File: config.mk
export PLATFORM = sky130hd
export DESIGN_NAME = cordic_range_reduce
export DESIGN_NICKNAME = d
export VERILOG_FILES = /design/src/rtl/cordic_pkg.sv /design/src/rtl/cordic_tag_fifo.sv /design/src/rtl/cordic_range_reduce.sv
export SDC_FILE = /design/constraint.sdc
export NUM_CORES = 1
export LEC_CHECK = 0
export ABC_AREA = 1
export BUFFER_PORTS_ARGS = -buffer_cell sky130_fd_sc_hd__clkbuf_2
export CORE_AREA = 4 4 126 128
export DETAILED_ROUTE_END_ITERATION = 7
export DIE_AREA = 0 0 130 132
export MAX_ROUTING_LAYER = met4
export PLACE_DENSITY = 0.8
export SLEW_MARGIN = 20
export SYNTH_ARGS = -nofsm -noshare
export SYNTH_HDL_FRONTEND = slang
export SYNTH_SLANG_ARGS = --single-unit
File: constraint.sdc
create_clock -name i_clk -period 3.7 [get_ports i_clk]
set_input_delay 0.37 -clock i_clk [delete_from_list [all_inputs] [get_ports i_clk]]
set_output_delay 0.37 -clock i_clk [all_outputs]
set_load 0.05 [all_outputs]
File: src/rtl/cordic_pkg.sv
`default_nettype none
// ============================================================================
// Module      : cordic_pkg
// Description : Shared constants and the fold/clamp tag type for the CORDIC
//               range-reduction wrapper.
// Revision    : 1.0 - initial release
// ============================================================================
package cordic_pkg;

    localparam int DATA_WIDTH = 16;
    localparam int TAG_DEPTH  = 16;

    // Angles are Q3.12 radians.
    localparam logic signed [15:0] PI_Q      = 16'sd12868;
    localparam logic signed [15:0] PI_HALF_Q = 16'sd6434;

    typedef struct packed {
        logic flip;
        logic clamp;
    } tag_t;

    localparam int TAG_WIDTH = $bits(tag_t);

endpackage : cordic_pkg
`default_nettype wire

File: src/rtl/cordic_tag_fifo.sv
`default_nettype none
// ============================================================================
// Module      : cordic_tag_fifo
// Description : Synchronous circular-buffer FIFO holding per-transaction tags
//               while requests travel through the CORDIC engine.
// Revision    : 1.0 - initial release
// ============================================================================
module cordic_tag_fifo #(
    parameter int WIDTH = 2,
    parameter int DEPTH = 16
) (
    input  logic                       i_clk,
    input  logic                       rst_n,
    input  logic                       push,
    input  logic [WIDTH-1:0]           push_data,
    input  logic                       pop,
    output logic [WIDTH-1:0]           pop_data,
    output logic [$clog2(DEPTH):0]     count,
    output logic                       full,
    output logic                       empty
);

    localparam int              AW        = $clog2(DEPTH);
    localparam logic [AW:0]     DEPTH_CNT = (AW+1)'(DEPTH);

    logic [WIDTH-1:0] mem [DEPTH];
    logic [AW-1:0]    wr_ptr;
    logic [AW-1:0]    rd_ptr;
    logic             do_push;
    logic             do_pop;

    assign full     = (count == DEPTH_CNT);
    assign empty    = (count == '0);
    assign do_pop   = pop & ~empty;
    // A simultaneous pop frees the slot being written, so push is legal at full.
    assign do_push  = push & (~full | do_pop);
    assign pop_data = mem[rd_ptr];

    always_ff @(posedge i_clk) begin
        if (do_push) begin
            mem[wr_ptr] <= push_data;
        end
    end

    always_ff @(posedge i_clk) begin
        if (!rst_n) begin
            wr_ptr <= '0;
            rd_ptr <= '0;
            count  <= '0;
        end else begin
            if (do_push) begin
                wr_ptr <= wr_ptr + 1'b1;
            end
            if (do_pop) begin
                rd_ptr <= rd_ptr + 1'b1;
            end
            case ({do_push, do_pop})
                2'b10:   count <= count + 1'b1;
                2'b01:   count <= count - 1'b1;
                default: count <= count;
            endcase
        end
    end

endmodule : cordic_tag_fifo
`default_nettype wire

File: src/rtl/cordic_range_reduce.sv
`default_nettype none
// ============================================================================
// Module      : cordic_range_reduce
// Description : Folds full-circle angles into the CORDIC engine's convergence
//               range and undoes the fold on the engine's cos/sin results.
// Revision    : 1.0 - initial release
// ============================================================================
module cordic_range_reduce
    import cordic_pkg::tag_t;
#(
    parameter int                             DATA_WIDTH = cordic_pkg::DATA_WIDTH,
    parameter logic signed [DATA_WIDTH-1:0]   PI_Q       = cordic_pkg::PI_Q,
    parameter logic signed [DATA_WIDTH-1:0]   PI_HALF_Q  = cordic_pkg::PI_HALF_Q,
    parameter int                             TAG_DEPTH  = cordic_pkg::TAG_DEPTH
) (
    input  logic                          i_clk,
    input  logic                          rst_n,
    input  logic                          i_valid,
    output logic                          o_ready,
    input  logic signed [DATA_WIDTH-1:0]  i_x,
    input  logic signed [DATA_WIDTH-1:0]  i_y,
    input  logic signed [DATA_WIDTH-1:0]  i_alpha,
    output logic                          o_eng_valid,
    output logic signed [DATA_WIDTH-1:0]  o_eng_x,
    output logic signed [DATA_WIDTH-1:0]  o_eng_y,
    output logic signed [DATA_WIDTH-1:0]  o_eng_alpha,
    input  logic                          i_eng_valid,
    input  logic signed [DATA_WIDTH-1:0]  i_eng_cos,
    input  logic signed [DATA_WIDTH-1:0]  i_eng_sin,
    input  logic signed [DATA_WIDTH-1:0]  i_eng_alpha,
    output logic                          o_valid,
    output logic signed [DATA_WIDTH-1:0]  o_cos,
    output logic signed [DATA_WIDTH-1:0]  o_sin,
    output logic signed [DATA_WIDTH-1:0]  o_alpha,
    output logic                          o_flip,
    output logic                          o_clamp,
    output logic                          o_err
);

    localparam int                           AW        = $clog2(TAG_DEPTH);
    localparam logic [AW:0]                  DEPTH_CNT = (AW+1)'(TAG_DEPTH);
    localparam logic signed [DATA_WIDTH-1:0] S_MIN     = {1'b1, {(DATA_WIDTH-1){1'b0}}};
    localparam logic signed [DATA_WIDTH-1:0] S_MAX     = {1'b0, {(DATA_WIDTH-1){1'b1}}};

    logic                          accept;
    logic                          eng_pop;
    logic                          tag_full;
    logic                          tag_empty;
    logic [AW:0]                   tag_count;
    tag_t                          push_tag;
    tag_t                          pop_tag;
    logic signed [DATA_WIDTH-1:0]  alpha_clamped;
    logic signed [DATA_WIDTH-1:0]  alpha_fold;
    logic                          clamp;
    logic                          flip;
    logic signed [DATA_WIDTH-1:0]  cos_neg;
    logic signed [DATA_WIDTH-1:0]  sin_neg;

    assign o_ready = (tag_count < DEPTH_CNT);
    assign accept  = i_valid & o_ready;
    assign eng_pop = i_eng_valid & ~tag_empty;

    always_comb begin
        clamp         = 1'b0;
        alpha_clamped = i_alpha;
        if (i_alpha > PI_Q) begin
            alpha_clamped = PI_Q;
            clamp         = 1'b1;
        end else if (i_alpha < -PI_Q) begin
            alpha_clamped = -PI_Q;
            clamp         = 1'b1;
        end

        // Rotating by pi negates both outputs; exactly +/-pi/2 stays unfolded.
        flip       = 1'b0;
        alpha_fold = alpha_clamped;
        if (alpha_clamped > PI_HALF_Q) begin
            alpha_fold = alpha_clamped - PI_Q;
            flip       = 1'b1;
        end else if (alpha_clamped < -PI_HALF_Q) begin
            alpha_fold = alpha_clamped + PI_Q;
            flip       = 1'b1;
        end
    end

    assign push_tag = '{flip: flip, clamp: clamp};

    // The most negative code has no positive twin; saturate instead of wrapping.
    assign cos_neg = (i_eng_cos == S_MIN) ? S_MAX : -i_eng_cos;
    assign sin_neg = (i_eng_sin == S_MIN) ? S_MAX : -i_eng_sin;

    cordic_tag_fifo #(
        .WIDTH (cordic_pkg::TAG_WIDTH),
        .DEPTH (TAG_DEPTH)
    ) u_tag_fifo (
        .i_clk     (i_clk),
        .rst_n     (rst_n),
        .push      (accept & ~tag_full),
        .push_data (push_tag),
        .pop       (eng_pop),
        .pop_data  (pop_tag),
        .count     (tag_count),
        .full      (tag_full),
        .empty     (tag_empty)
    );

    always_ff @(posedge i_clk) begin
        if (!rst_n) begin
            o_eng_valid <= 1'b0;
            o_eng_x     <= '0;
            o_eng_y     <= '0;
            o_eng_alpha <= '0;
        end else begin
            o_eng_valid <= accept;
            if (accept) begin
                o_eng_x     <= i_x;
                o_eng_y     <= i_y;
                o_eng_alpha <= alpha_fold;
            end
        end
    end

    always_ff @(posedge i_clk) begin
        if (!rst_n) begin
            o_valid <= 1'b0;
            o_cos   <= '0;
            o_sin   <= '0;
            o_alpha <= '0;
            o_flip  <= 1'b0;
            o_clamp <= 1'b0;
            o_err   <= 1'b0;
        end else begin
            o_valid <= eng_pop;
            if (eng_pop) begin
                o_cos   <= pop_tag.flip ? cos_neg : i_eng_cos;
                o_sin   <= pop_tag.flip ? sin_neg : i_eng_sin;
                o_alpha <= i_eng_alpha;
                o_flip  <= pop_tag.flip;
                o_clamp <= pop_tag.clamp;
            end
            if (i_eng_valid && tag_empty) begin
                o_err <= 1'b1;
            end
        end
    end

endmodule : cordic_range_reduce
`default_nettype wire
==> metrics.md, run 1 <==
| Metric | Value |
|---|---|
| Status | complete, no violations |
| Clock sinks | 150 |
| Clock power frac | 24.9% |
| Nets | 1,385 |
| Initial antenna violation count | 0 |
| P&R area growth vs syn | 21.8% |
| Post-CTS Setup Bufs | 0 |
| Die height | 132 um |
| Worst Tran Pin Value | 850 ps |
| Net switching power | 0.00308 W |
| Cell area power density | 722 mW/mm^2 |
| Sw Share | 44.4% |
| GR Util met2 | 40.3% |
| Met1 usage | 30.2% |
| Die width | 130 um |
| Most common cell in the synthesized netlist | nor2_1 |
| Post-synth top area cell | dfxtp_1 |
| Final slew viol count | 0 |
| Worst hold slack | 198 ps |
| Iteration-0 DRC count of the detailed router | 500 |
| Crit end category | flop |
| Placed cell areas | 0.00902 sq mm |
| Worst Setup Slack, final | 429 ps |
| Routability cong. | 0.986 |
| Final core utilization | 64.6% |
| Slew HR | 43.3% |
| Worst-skew pair later-pin latency | 420 ps |
| Cts bufs inserted | 17 |
| CTS tree | done |
| Commonest cells in the netlist | nor2_1 (199), nand2_1 (169), o21ai_0 (119), dfxtp_1 (118), inv_1 (116) |
| Number of gates resized after CTS | 0 |
| Beginning of the worst hold path | i_y[5] |
| Pint | 0.00386 W |
| Fin. Hold Viols | 0 |
| Comb pwr share | 42.9% |
| Drt pass-1 iters | 6 |
| H-tree Lvls | 4 |
| Clk pin slew, worst setup/hold paths | 60 ps |
| I/O Buffers | 201 |
| Ant. Diodes | 0 |
| Leakage Power | 4.62 nW |
| Asr flop ratio synth | 0% |
| DRT Wirelength | 20,900 um |
| Synthesized area | 0.00789 sq mm |
| Hold bufs inserted after CTS | 0 |
| Final setup vio count | 0 |
| Tcrit/Tclk final | 88.4% |
| Pin count of the biggest net entering global routing | 100 |
| Grt total ovfl | 0 |
| Post-synthesis cell type count | 49 |
| Fin area | 0.00961 sq mm |
| Register share of total power | 32.2% |
| Routed Antenna Nets | 0 |
| Vias | 7,779 |
| Global-route wire length before repair | 33,800 um |
| CP startpoint kind | primary input |
| # IOs | 202 |
| DRC | 0 |
| Post-layout min period | 3270 ps |
| GR peak layer | met2 |
| Vias per inst | 5.30 |
| Synth top area share | 30.0% |
| Gr usage total | 24.6% |
| Starting density of the core | 53.1% |
| Worst setup startpoint | i_alpha[2] |
| Post-DP HPWL | 15,200 um |
| Worst EP arrival | 3310 ps |
| Layout Skew | 7.25 ps |
| Critical Path RT | 3740 ps |
| Root Driver | clkbuf_16 |
| Ys flop type | dfxtp_1 |
| Worst-path fanout max | 17 |
| Die Area | 0.0172 sq mm |
| Clk buf depth | 2 |
| FMAX | 306 MHz |
| Max-Cap Viols | 0 |
| Post-Syn Nets | 1,194 |
| Setup TNS | 0 ps |
| # rows | 45 |
| Fraction of layout instances using a drive strength above 1 | 21.8% |
| RSZ-0062 raised after global routing | no |
| Met3 Usage GRT | 5.83% |
| WL per Instance | 14.2 um |
| Top cells by area, synth | dfxtp_1 (30%), edfxtp_1 (12%), nor2_1 (9.5%), nand2_1 (8.0%), o21ai_0 (7.6%) |
| Dpl ws | 40.7 ps |
| YS warnings | 0 |
| Min-delay worst type | in -> reg |
| Avg Cell Area, Syn | 7.32 sq um |
| #FFs+latches synth | 150 |
| Cells after Synth | 1,078 |
| CP Class | in -> reg |
| Vias in the first global route | 7,219 |
| Worst VDD drop | 384 uV |
| Core area | 0.0149 sq mm |
| Number of flops mapped to enable cells by yosys | 32 |
| Register area share after synthesis | 42.1% |
-- path summary, 6_finish.rpt --
check / endpoint / slack, ps / cells after the start
worst max register to register: o_sin[15] / 890 / 12
worst min-delay path: o_eng_y[5] / 200 / 3
worst max-delay path: u_tag_fifo.mem[13][1] / 430 / 15
worst min register to register: u_tag_fifo.count[4] / 450 / 1
-- cells by family (layout without fill, tap and decap cells) --
| logic type | after synthesis | after routing | synth area share [%] |
|---|---|---|---|
| muxes | 8 | 8 | 1.02 |
| and+or+nand+nor | 481 | 481 | 26.5 |
| DFF | 150 | 150 | 42.1 |
| adders and majority gates | 16 | 16 | 2.63 |
| xor gates and xnor gates | 31 | 31 | 3.44 |
| AOI/OAI and AO/OA | 226 | 226 | 15.6 |
| buffers and inverters | 166 | 369 | 8.65 |
-- routing by layer --
| layer | vias up | wire length (um) |
|---|---|---|
| met2 | 271 | 10400 |
| met5 | - | 0 |
| met3 | 34 | 1390 |
| met4 | 0 | 384 |
| met1 | 3547 | 8710 |
| li1 | 3927 | - |
-- stage by stage --
step                      total power [W]  instances
after global routing              0.00735       1469
after CTS                         0.00698       1469
final                             0.00694       1469
after global placement            0.00519       1438
after detailed placement          0.00524       1438
after floorplan                   0.00452       1078
-- registers in the layout (all words and copies together), names as in the netlist, named ones only --
name / flops
o_cos: 16
u_tag_fifo.rd_ptr: 4
o_sin: 16
o_eng_alpha: 16
o_flip: 1
u_tag_fifo.wr_ptr: 4
u_tag_fifo.mem: 32
o_alpha: 16
o_eng_x: 16
o_eng_y: 16
o_eng_valid: 1
o_valid: 1
u_tag_fifo.count: 5
o_clamp: 1
o_err: 1
-- power by group through the flow --
stage	combinational, W	sequential, W	clock (W)
floorplan	0.00131	0.00321	0
global placement	0.00294	0.00225	0
detailed placement	0.00297	0.00226	0
CTS	0.00299	0.00224	0.00175
global route	0.00325	0.00228	0.00182
finish	0.00298	0.00224	0.00172
-- final cells by class --
cell class	count	area (sq um)
timing repair buffer	217	1130
sequential	150	3320
clock buffer	17	425
clock inverter	14	160
fill	1357	5260
inverter	121	457
tap	188	235
multi-input combinational	762	3880
-- worst max-delay path, stage by stage --
cell and delay (ps):
clkbuf_2 110, a41oi_1 230, nor3_1 70, nor2_1 110
nor3_1 50, o311ai_0 310, ha_1 420, inv_1 230
nand2_1 190, nor4_1 260, nand3_1 150, nor2_4 160
nand3_1 180, nand3_4 140, nand2_1 330
-- cell usage in the layout (no fill, tap or decap), types with 2 or more instances in the layout --
cell	instances
xnor2_1	11
nand2_2	4
clkbuf_16	17
dfxtp_1	118
clkinv_1	2
or2_2	2
nor2_4	2
nor3_1	13
xor2_1	20
inv_2	3
a21oi_1	69
nor2_2	3
nand2_4	2
nand4_1	9
a31oi_1	10
nand3_1	61
o221ai_1	2
clkinv_2	5
inv_1	116
clkbuf_2	201
clkinvlp_4	2
nand3_4	3
nand3_2	7
ha_1	15
nor4_1	3
o21ai_1	3
nor2_1	199
clkinv_4	2
mux2i_1	8
o31ai_1	3
o211ai_1	10
bufinv_16	3
edfxtp_1	32
o21ai_0	119
buf_4	16
nand2_1	169
o311ai_0	3
Note: power is estimated with default switching activity, not from simulation.
==> run 2, diff against run 1 <==
Settings changed: ABC_AREA 1 to 0, CORE_AREA 4 4 126 128 to 4 4 124 126, DIE_AREA 0 0 130 132 to 0 0 128 130, PLACE_DENSITY 0.8 to 0.79.
==> run 2 against run 1 <==
Sequential share of layout area increased by 1.1 points. Register-to-register slack improved by 120 ps. Core utilization rose by 0.34 points.
==> metrics.md, run 2 <==
| Metric | Value |
|---|---|
| Status | complete, no violations |
| Number of flops mapped to enable cells by yosys | 32 |
| Cells after Synth | 824 |
| Ys flop type | dfxtp_1 |
| Post-layout min period | 3230 ps |
| CTS tree | done |
| CP startpoint kind | primary input |
| Clock sinks | 150 |
| Worst-path fanout max | 5 |
| Gr usage total | 25.8% |
| Most common cell in the synthesized netlist | nand2_1 |
| Grt total ovfl | 0 |
| DRC | 0 |
| Die Area | 0.0166 sq mm |
| Global-route wire length before repair | 33,600 um |
| Core area | 0.0143 sq mm |
| Cts bufs inserted | 17 |
| Fin. Hold Viols | 0 |
| Tcrit/Tclk final | 87.3% |
| Worst Tran Pin Value | 1010 ps |
| WL per Instance | 17.3 um |
| I/O Buffers | 201 |
| Top cells by area, synth | dfxtp_1 (32%), edfxtp_1 (13%), nand2_1 (6.9%), a21oi_1 (5.2%), mux4_2 (3.0%) |
| Beginning of the worst hold path | i_x[6] |
| Hold bufs inserted after CTS | 0 |
| Clk pin slew, worst setup/hold paths | 60 ps |
| Clk buf depth | 2 |
| Root Driver | clkbuf_16 |
| Register with the most flip-flops | u_tag_fifo.mem |
| DRT Wirelength | 21,000 um |
| Register share of total power | 31.8% |
| Pin count of the biggest net entering global routing | 63 |
| Commonest cells in the netlist | nand2_1 (137), dfxtp_1 (118), a21oi_1 (77), nor2_1 (59), clkbuf_1 (36) |
| Multi-input gate area | 0.00382 sq mm |
| Placed cell areas | 0.00874 sq mm |
| P&R area growth vs syn | 25.5% |
| RSZ-0062 raised after global routing | no |
| Slew HR | 32.4% |
| Post-synthesis cell type count | 81 |
| Post-CTS Setup Bufs | 0 |
| Critical Path RT | 4010 ps |
| CP Class | in -> reg |
| Fraction of layout instances using a drive strength above 1 | 30.2% |
| # IOs | 202 |
| Asr flop ratio synth | 0% |
| Max-Cap Viols | 0 |
| Worst setup startpoint | i_alpha[3] |
| Starting density of the core | 51.8% |
| Worst-skew pair later-pin latency | 420 ps |
| Number of gates resized after CTS | 0 |
| Final slew viol count | 0 |
| RR Startpoint | u_tag_fifo.count[0] |
| Post-synth top area cell | dfxtp_1 |
| Net switching power | 0.00322 W |
| Post-Syn Nets | 940 |
| Worst VDD drop | 427 uV |
| YS warnings | 0 |
| Leakage Power | 3.90 nW |
| Register area | 0.00332 sq mm |
| Comb pwr share | 45.3% |
| Worst hold slack | 165 ps |
| Fill count | 1,229 |
| Worst EP arrival | 3540 ps |
| Drt pass-1 iters | 5 |
| Most common cell after layout, fill and taps aside | clkbuf_2 |
| Initial antenna violation count | 0 |
| Register area share after synthesis | 44.8% |
| Crit end category | flop |
| # rows | 44 |
| Iteration-0 DRC count of the detailed router | 459 |
| Vias per inst | 5.84 |
| Nets | 1,138 |
| Synth top area share | 31.9% |
| Largest register FFs | 32 |
| #FFs+latches synth | 150 |
| Final setup vio count | 0 |
| Vias | 7,104 |
| Vias in the first global route | 6,825 |
| Pint | 0.00401 W |
| Die height | 130 um |
| Clock power frac | 22.9% |
| Ant. Diodes | 0 |
| Avg Cell Area, Syn | 8.99 sq um |
| Cell area power density | 777 mW/mm^2 |
| Die width | 128 um |
| Routability cong. | 0.965 |
| Post-DP HPWL | 15,000 um |
| Layout Skew | 6.57 ps |
| Commonest cells after routing, fill and taps aside | clkbuf_2 (201), nand2_1 (137), dfxtp_1 (118) |
| H-tree Lvls | 4 |
| FMAX | 310 MHz |
| Routed Antenna Nets | 0 |
| Min-delay worst type | in -> reg |
| Fin area | 0.00930 sq mm |
| Synthesized area | 0.00741 sq mm |
| Sw Share | 44.5% |
-- run 2: kinds of logic (layout without fill, tap and decap cells) --
group / after synthesis / count (layout) / share of synthesized area, %
and+or+nand+nor: 311 / 311 / 20.1
AOI/OAI and AO/OA: 224 / 224 / 20.7
muxes: 11 / 11 / 3.17
DFF: 150 / 150 / 44.8
adders and majority gates: 16 / 16 / 2.80
xor gates and xnor gates: 32 / 32 / 3.78
buffers and inverters: 80 / 289 / 4.59
-- run 2: final cells by class --
class / count / area share [%]
clock buffer: 23 / 5.26
clock inverter: 7 / 0.780
inverter: 23 / 0.942
multi-input combinational: 594 / 41.0
sequential: 150 / 35.7
tap: 184 / 2.48
timing repair buffer: 236 / 13.8
-- run 2: path summary, 6_finish.rpt --
kind,to,slack [ps],cells after the start
worst max register to register,u_tag_fifo.count[4],1010,11
worst min register to register,o_alpha[7],450,2
worst min-delay path,o_eng_x[6],170,3
worst max-delay path,o_eng_alpha[12],470,13
-- run 2: per-layer routing --
layer	wire (um)	part of all wire [%]	up-vias	track usage [%]
met5	0	0	-	-
met4	448	2.1	0	9.30
met3	1510	7.2	36	5.49
met2	10500	50	291	42.9
met1	8610	41	3374	31.1
li1	-	-	3403	-
-- run 2: through the flow --
| step | cells | setup TNS, ps | util, % | setup WS (ps) | power (W) |
|---|---|---|---|---|---|
| 3_5_place_dp | 1187 | 0 | 61.1 | 67.1 | 0.00558 |
| 6_report | 1217 | 0 | 65.0 | 469 | 0.00723 |
| 2_1_floorplan | 824 | -260 | - | -133 | 0.00484 |
| 4_1_cts | 1217 | 0 | 65.0 | 511 | 0.00726 |
| 3_3_place_gp | 1187 | 0 | 61.1 | 131 | 0.00552 |
| 5_1_grt | 1217 | 0 | 65.0 | 233 | 0.00761 |
-- run 2: power by group through the flow --
| stage | Clock (W) | Combinational, W | Sequential, W |
|---|---|---|---|
| 2_1_floorplan | 0 | 0.00148 | 0.00335 |
| 3_5_place_dp | 0 | 0.00325 | 0.00233 |
| 6_report | 0.00166 | 0.00327 | 0.00230 |
| 5_1_grt | 0.00174 | 0.00353 | 0.00235 |
| 3_3_place_gp | 0 | 0.00320 | 0.00232 |
| 4_1_cts | 0.00168 | 0.00328 | 0.00230 |
-- run 2: worst max-delay path, cell delays in order --
cell,delay (ps)
clkbuf_2,90
a41o_1,270
a32o_2,240
o311ai_1,300
ha_1,390
nor3_4,280
ha_2,270
or3b_4,400
a211oi_2,240
nor2_1,60
a41oi_1,230
a2111oi_0,130
a311o_1,280
==> run 3, diff against run 2 <==
Settings changed: CORE_AREA 4 4 124 126 to 4 4 142 144, DIE_AREA 0 0 128 130 to 0 0 146 148, PLACE_DENSITY 0.79 to default.
==> run 3 against run 2 <==
Cell area increased by 1.5%. Worst hold slack improved by 0.98 ps. Sequential power about the same. Register-to-register slack got worse by 20 ps. Critical endpoint is now o_eng_alpha[14]. Clock skew increased by 2.6 ps. Largest power group unchanged. Critical path type unchanged. Routed wire length decreased by 0.36%. First-iteration DRC count decreased by 10%. Worst setup slack got worse by 12 ps. Global-route usage decreased by 6.0 points. Fmax decreased by 0.37%.
==> metrics.md, run 3 (synthesized netlist as in run 2, its figures left out) <==
| Metric | Value |
|---|---|
| Slew HR | 51.8% |
| Post-layout min period | 3240 ps |
| Layout Skew | 9.21 ps |
| Hold bufs inserted after CTS | 0 |
| Fraction of layout instances using a drive strength above 1 | 30.8% |
| Vias per inst | 5.44 |
| Post-CTS Setup Bufs | 0 |
| Critical Path RT | 4010 ps |
| Crit end category | flop |
| Fin area | 0.00944 sq mm |
| # IOs | 202 |
| Power Total | 0.00738 W |
| Final slew viol count | 0 |
| Critical path's most frequent cell | ha_1 |
| Max-Cap Viols | 0 |
| Ant. Diodes | 0 |
| Starting density of the core | 39.6% |
| Final setup vio count | 0 |
| Pin count of the biggest net entering global routing | 63 |
| Crit path largest cell delay | 400 ps |
| Die Area | 0.0216 sq mm |
| Grt total ovfl | 0 |
| Most common cell after layout, fill and taps aside | clkbuf_2 |
| Drt pass-1 iters | 5 |
| FMAX | 308 MHz |
| Fin. Hold Viols | 0 |
| Largest register FFs | 32 |
| Tcrit/Tclk final | 87.6% |
| Leakage Power | 3.94 nW |
| I/O Buffers | 201 |
| Reg-to-reg setup timing slack | 990 ps |
| Final core utilization | 50.5% |
| Die height | 148 um |
| CTS tree | done |
| Vias in the first global route | 6,677 |
| Cts bufs inserted | 17 |
| Iteration-0 DRC count of the detailed router | 412 |
| Initial antenna violation count | 0 |
| Clock sinks | 150 |
| Status | complete, no violations |
| Register with the most flip-flops | u_tag_fifo.mem |
| Clk pin slew, worst setup/hold paths | 60 ps |
| CP Class | in -> reg |
| Core area | 0.0187 sq mm |
| RSZ-0062 raised after global routing | no |
| Worst hold slack | 166 ps |
| Worst VDD drop | 365 uV |
| Worst-path fanout max | 6 |
| CP cell instances | clkbuf_2, a41o_1, a32o_2, o311ai_1, ha_1, nor3_4, buf_4, inv_1, ha_1, nand3_1, a211oi_2, o21a_1, nor4b_1, o221ai_1, nor3b_1 |
| Cell area power density | 782 mW/mm^2 |
| CP startpoint kind | primary input |
| Root Driver | clkbuf_16 |
| Placed cell areas | 0.00880 sq mm |
| Commonest cells after routing, fill and taps aside | clkbuf_2 (201), nand2_1 (137), dfxtp_1 (118) |
| Die width | 146 um |
| Number of gates resized after CTS | 0 |
| Clk buf depth | 2 |
| Global-route wire length before repair | 34,100 um |
| DRC | 0 |
| DRT Wirelength | 21,000 um |
| Worst-skew pair later-pin latency | 420 ps |
| Critical-path top delay cell | nor4b_1 |
| Routed Antenna Nets | 0 |
| # rows | 50 |
| Nets | 1,140 |
| Gr usage total | 19.8% |
| Post-DP HPWL | 15,100 um |
| Vias | 6,912 |
| Worst Tran Pin Value | 719 ps |
| WL per Instance | 16.5 um |
| P&R area growth vs syn | 27.4% |
| Routability cong. | 0.953 |
| Min-delay worst type | in -> reg |
| H-tree Lvls | 4 |
| Worst EP arrival | 3550 ps |
==> run 3: cell count changes in the layout (fill, tap and decap cells not counted), moves of 2 or more <==
cell and change:
inv_6 +4, clkbuf_1 -3, buf_4 +3, clkinv_4 -2
==> run 3: per-stage QoR <==
step	std cells	setup WS (ps)	TNS (ps)
finish	1271	457	0
global route	1271	212	0
CTS	1271	454	0
detailed placement	1239	20.8	0
global placement	1239	130	0
floorplan	824	-133	-260
==> run 3: cell type report <==
class,count,area [sq um]
repair buffers,238,1280
clock inverters,11,131
fillers,1756,9270
flip-flops and latches,150,3320
well taps,234,293
inverters,23,87.6
multi-input cells,594,3820
clock buffers,21,503
==> run 3: per-layer routing <==
layer,global-route usage [%],part of all wire [%],vias to the layer above
met1,24.1,43,3203
met4,6.82,2.4,0
met3,5.18,6.7,39
li1,-,-,3405
met5,-,0,-
met2,32.0,47,265
==> run 3: worst max-delay path: cells and delay by family <==
kind | cells | cell delay, ps
AO/OA/AOI/OAI | 6 | 1350
AND/OR/NAND/NOR | 4 | 950
adder cells (fa/ha/maj) | 2 | 600
buffers and inverters | 3 | 270
==> run 3: path summary, 6_finish.rpt <==
path	start	to	cells past startpoint
setup / recovery	i_alpha[3]	o_eng_alpha[14]	15
hold / removal	i_x[3]	o_eng_x[3]	3
setup reg to reg	u_tag_fifo.count[0]	u_tag_fifo.count[4]	11
hold reg to reg	o_alpha[8]	o_alpha[8]	2
==> run 3: power breakdown <==
group	internal, W	leakage, nW	switching, W
Clock	0.00112	0.317	0.000712
Combinational	0.000962	2.37	0.00230
Sequential	0.00206	1.25	0.000230
